$ cat src/rtl/debounce_edge.sv
// debounce_edge: debounces a single-bit stream into a clean level.
// Emits one-cycle rise/fall strobes and a saturating rising-edge count.
//
// Optional feature (macro DEBOUNCE_SYNC_EN): when the macro is defined,
// a two-flop synchroniser sits in front of the FSM. Leave it undefined
// only when din is generated from clk.
//
// Ports:
//   clk      rising-edge clock
//   rst      asynchronous active-high reset
//   din      raw input bit
//   cnt_clr  synchronous clear of edge_cnt
//   level    debounced level
//   rise     one-cycle strobe on an accepted 0->1
//   fall     one-cycle strobe on an accepted 1->0
//   edge_cnt saturating count of accepted rises
module debounce_edge #(
  parameter int STABLE_CYCLES = 4,
  parameter int CNT_W         = 8
) (
  input  logic             clk,
  input  logic             rst,
  input  logic             din,
  input  logic             cnt_clr,
  output logic             level,
  output logic             rise,
  output logic             fall,
  output logic [CNT_W-1:0] edge_cnt
);

  localparam int SW = $clog2(STABLE_CYCLES + 1);
  localparam logic [SW-1:0] LAST = SW'(STABLE_CYCLES - 1);
  localparam logic [SW-1:0] ONE = SW'(1);
  localparam logic [CNT_W-1:0] CMAX = '1;
  localparam logic [CNT_W-1:0] C1 = CNT_W'(1);

  typedef enum logic [1:0] {
    LOW,
    LOW_CHK,
    HIGH,
    HIGH_CHK
  } state_t;

  state_t        st;
  logic [SW-1:0] stab;
  logic          s;
  logic          acc_rise;

`ifdef DEBOUNCE_SYNC_EN
  logic [1:0] sync;

  always_ff @(posedge clk or posedge rst) begin
    if (rst) begin
      sync <= '0;
    end else begin
      sync <= {sync[0], din};
    end
  end

  assign s = sync[1];
`else
  assign s = din;
`endif

  // Accepting rise decides the counter update together with cnt_clr.
  assign acc_rise = (st == LOW_CHK) && s && (stab == LAST);

  always_ff @(posedge clk or posedge rst) begin
    if (rst) begin
      st       <= LOW;
      stab     <= '0;
      level    <= 1'b0;
      rise     <= 1'b0;
      fall     <= 1'b0;
      edge_cnt <= '0;
    end else begin
      rise <= 1'b0;
      fall <= 1'b0;
      unique case (st)
        LOW: begin
          if (s) begin
            st   <= LOW_CHK;
            stab <= ONE;
          end
        end
        LOW_CHK: begin
          if (!s) begin
            st   <= LOW;
            stab <= '0;
          end else if (stab == LAST) begin
            st    <= HIGH;
            stab  <= '0;
            level <= 1'b1;
            rise  <= 1'b1;
          end else begin
            stab <= stab + ONE;
          end
        end
        HIGH: begin
          if (!s) begin
            st   <= HIGH_CHK;
            stab <= ONE;
          end
        end
        HIGH_CHK: begin
          if (s) begin
            st   <= HIGH;
            stab <= '0;
          end else if (stab == LAST) begin
            st    <= LOW;
            stab  <= '0;
            level <= 1'b0;
            fall  <= 1'b1;
          end else begin
            stab <= stab + ONE;
          end
        end
        default: begin
          st   <= LOW;
          stab <= '0;
        end
      endcase

      // A clear that lands on an accepted rise keeps that rise.
      if (acc_rise) begin
        if (cnt_clr) begin
          edge_cnt <= C1;
        end else if (edge_cnt != CMAX) begin
          edge_cnt <= edge_cnt + C1;
        end
      end else if (cnt_clr) begin
        edge_cnt <= '0;
      end
    end
  end

endmodule

$ cat config.mk
export PLATFORM = sky130hd
export DESIGN_NAME = debounce_edge
export DESIGN_NICKNAME = d
export VERILOG_FILES = /design/src/rtl/debounce_edge.sv
export SDC_FILE = /design/constraint.sdc
export NUM_CORES = 1
export LEC_CHECK = 0
export ABC_AREA = 1
export ABC_CLOCK_PERIOD_IN_PS = 2870
export CAP_MARGIN = 10
export CORE_AREA = 2 2 53 42
export CTS_CLUSTER_SIZE = 28
export DETAILED_ROUTE_END_ITERATION = 6
export DIE_AREA = 0 0 55 44
export GPL_TIMING_DRIVEN = 0
export PLACE_DENSITY_LB_ADDON = 0.3
export SYNTH_ARGS = -nofsm -noshare
export SYNTH_HDL_FRONTEND = slang
export SYNTH_SLANG_ARGS = --single-unit
$ cat constraint.sdc
create_clock -name clk -period 2.87 [get_ports clk]
set_input_delay 0.574 -clock clk [delete_from_list [all_inputs] [get_ports clk]]
set_output_delay 0.574 -clock clk [all_outputs]
set_load 0.02 [all_outputs]
==> results_dict.tcl <==
set metrics [dict create \
    status "finished clean" \
    fin_tns_setup_ns 0 \
    yosysMostFrequentCell "nand2_1" \
    cts_buffers 3 \
    drt_pass1_iterations 4 \
    vias_per_cell 4.79 \
    syn_area_per_cell_sq_um 8.79 \
    critical_path_required_ns 2.30 \
    ys_top_cells_by_count "nand2_1, dfrtp_1, nand3_1, inv_1, nor2_1" \
    overflow 0 \
    synth.area.top_cells "dfrtp_1, nand2_1, nand3_1" \
    setup_viol 0 \
    cts_max_path_buffers 2 \
    ys_seq_elements 16 \
    synth_area_sq_um 906 \
    final_max_slew_viol_count 0 \
    initialDrtViolationCount 10 \
    wl_um 1560 \
    yosys_warnings 0 \
    post_cts_resized 0 \
    port_buffers 14 \
    power_density_nw_per_um2 545 \
    grt_pass1_wl_um 2620 \
    root_buffer "clkbuf_4" \
    gp_congestion 0.794 \
    critPathArrivalTime_ns 1.41 \
    yosys.area.top_type "dfrtp_1" \
    min_path_type "reg2reg" \
    vias 695 \
    synthFlopType "dfrtp_1" \
    stdcell_area_sq_um 1110 \
    final-instance-count-excl-fill 145 \
    coreArea_sq_um 1930 \
    drive_above_1_share 0.157 \
    placed_cell_area_sq_um 1080 \
    power_uw 606 \
    cts_sinks 16 \
    ant_nets 0 \
    fmax_mhz 504 \
    critical_path.endpoint_type "output pin" \
    synth_edf_count 0 \
    crit_type "reg2out" \
    die_h_um 44 \
    dieArea_sq_um 2420 \
    cpPeakStageDelay_ns 0.65 \
    final_nets 128 \
    async_reset_ff_frac 1.00 \
    rows 14 \
    fp.dieW_um 55 \
    skew_ns 0.00632 \
    cts_tree "built" \
    hpwl_um 1210 \
    finish.utilization 0.577 \
    io_pins 15 \
    nFillCells 183 \
    rsz0062_at_grt "no" \
    period_share 0.692 \
    crit_family "buffers and inverters" \
    synth_top_area_share 0.442 \
    syn-num-nets 109 \
    areaGrowthSynthToFinish_pct 22.8 \
    clkLatencyLatePin_ns 0.29 \
    cap_violations 0 \
    fin_crit_ns 1.99 \
    antenna_found_initial 0 \
    postSynthCellCount 103 \
    slew-limit-headroom 0.603 \
    routedWlPerCell_um 10.8 \
    postCtsSetupRepairBufs 0 \
    route.detailed.drc 0 \
    grt_max_degree 17 \
    grtUsageTotal 0.156 \
    antennaDiodeCount 0 \
    dp.cells 141 \
    worst_pin_slew_ns 0.594 \
    worstPathCellList "clkdlybuf4s50_1" \
    initial_core_util 0.470 \
    synthDistinctLibCells 25 \
    leakagePower_uw 0.000505 \
    peakVddDrop_mv 0.356 \
    crit_fanout 6 \
    grt_pass1_vias 626 \
    path_buf_inv 1 \
    clk_pin_slew_worst_paths_ns 0.10 \
    htree_levels 1 \
    critPathLaunchType "flop" \
    hold_viol_final 0 \
    cts_hold_buf 0 \
    synth.yosys.seq_area_share 0.442 \
    slowest_stage "clkdlybuf4s50_1" \
]
[sequential cells by signal, summed over array words and instances (netlist names), named ones only]
signal,flops
rise,1
edge_cnt,8
level,1
st,1
stab,3
fall,1
[cell type report]
cell class	count	area (sq um)	share of cell area
multi-input combinational	75	460	0.414
sequential	16	400	0.360
timing repair buffer	14	140	0.126
inverter	12	45.0	0.0405
clock buffer	4	36.3	0.0326
tap	24	30.0	0.0270
[placed cells by master, fill, tap and decap left out, drive strengths merged]
cell,synthesis,layout
clkinv,3,3
ha,2,2
clkbuf,0,4
or2,1,1
nor2,9,9
o21ai,9,9
nand2,30,30
nand4,1,1
nor3,1,1
dfrtp,16,16
clkdlybuf4s50,0,14
a21oi,1,1
xnor2,1,1
o21bai,1,1
xor2,2,2
inv,9,9
nand3,17,17
[metrics by stage]
| stage | setup slack, ns | hold WS [ns] |
|---|---|---|
| final | 0.884 | 0.495 |
| after global routing | 0.816 | 0.545 |
| after CTS | 0.873 | 0.497 |
| after detailed placement | 1.02 | 0.484 |
| after global placement | 1.05 | 0.470 |
| after floorplan | 1.49 | 0.453 |
[cell families (layout without fill, tap and decap cells)]
logic type               Yosys count  after routing  synth area share
buffers and inverters             12             30            0.0497
AND/OR/NAND/NOR                   59             59             0.372
AO/OA/AOI/OAI                     11             11            0.0801
adder cells (fa/ha/maj)            2              2            0.0276
flip-flops                        16             16             0.442
XOR/XNOR                           3              3            0.0290
[where the power goes]
part / switching (uW) / internal, uW
combinational: 105 / 62.1
sequential: 27.3 / 260
clock: 74.2 / 77.2
total: 206 / 400
[metal layers]
metal	vias to the layer above	track usage	share of wire
met5	-	0	0
met2	12	0.226	0.43
li1	372	-	-
met4	0	0.0732	0.0083
met1	309	0.217	0.52
met3	2	0.0414	0.037
[worst paths after layout]
check	start	end	slack, ns	depth (start not counted)
setup / recovery	edge_cnt[2]	edge_cnt[2]	0.88	1
hold / removal	stab[0]	stab[0]	0.49	1
setup reg to reg	edge_cnt[0]	edge_cnt[4]	1.46	6
hold reg to reg	stab[0]	stab[0]	0.49	1
max in group asynchronous	rst	fall	1.84	2
min in group asynchronous	rst	edge_cnt[0]	0.64	2
Power figures use the tool's default switching activity.
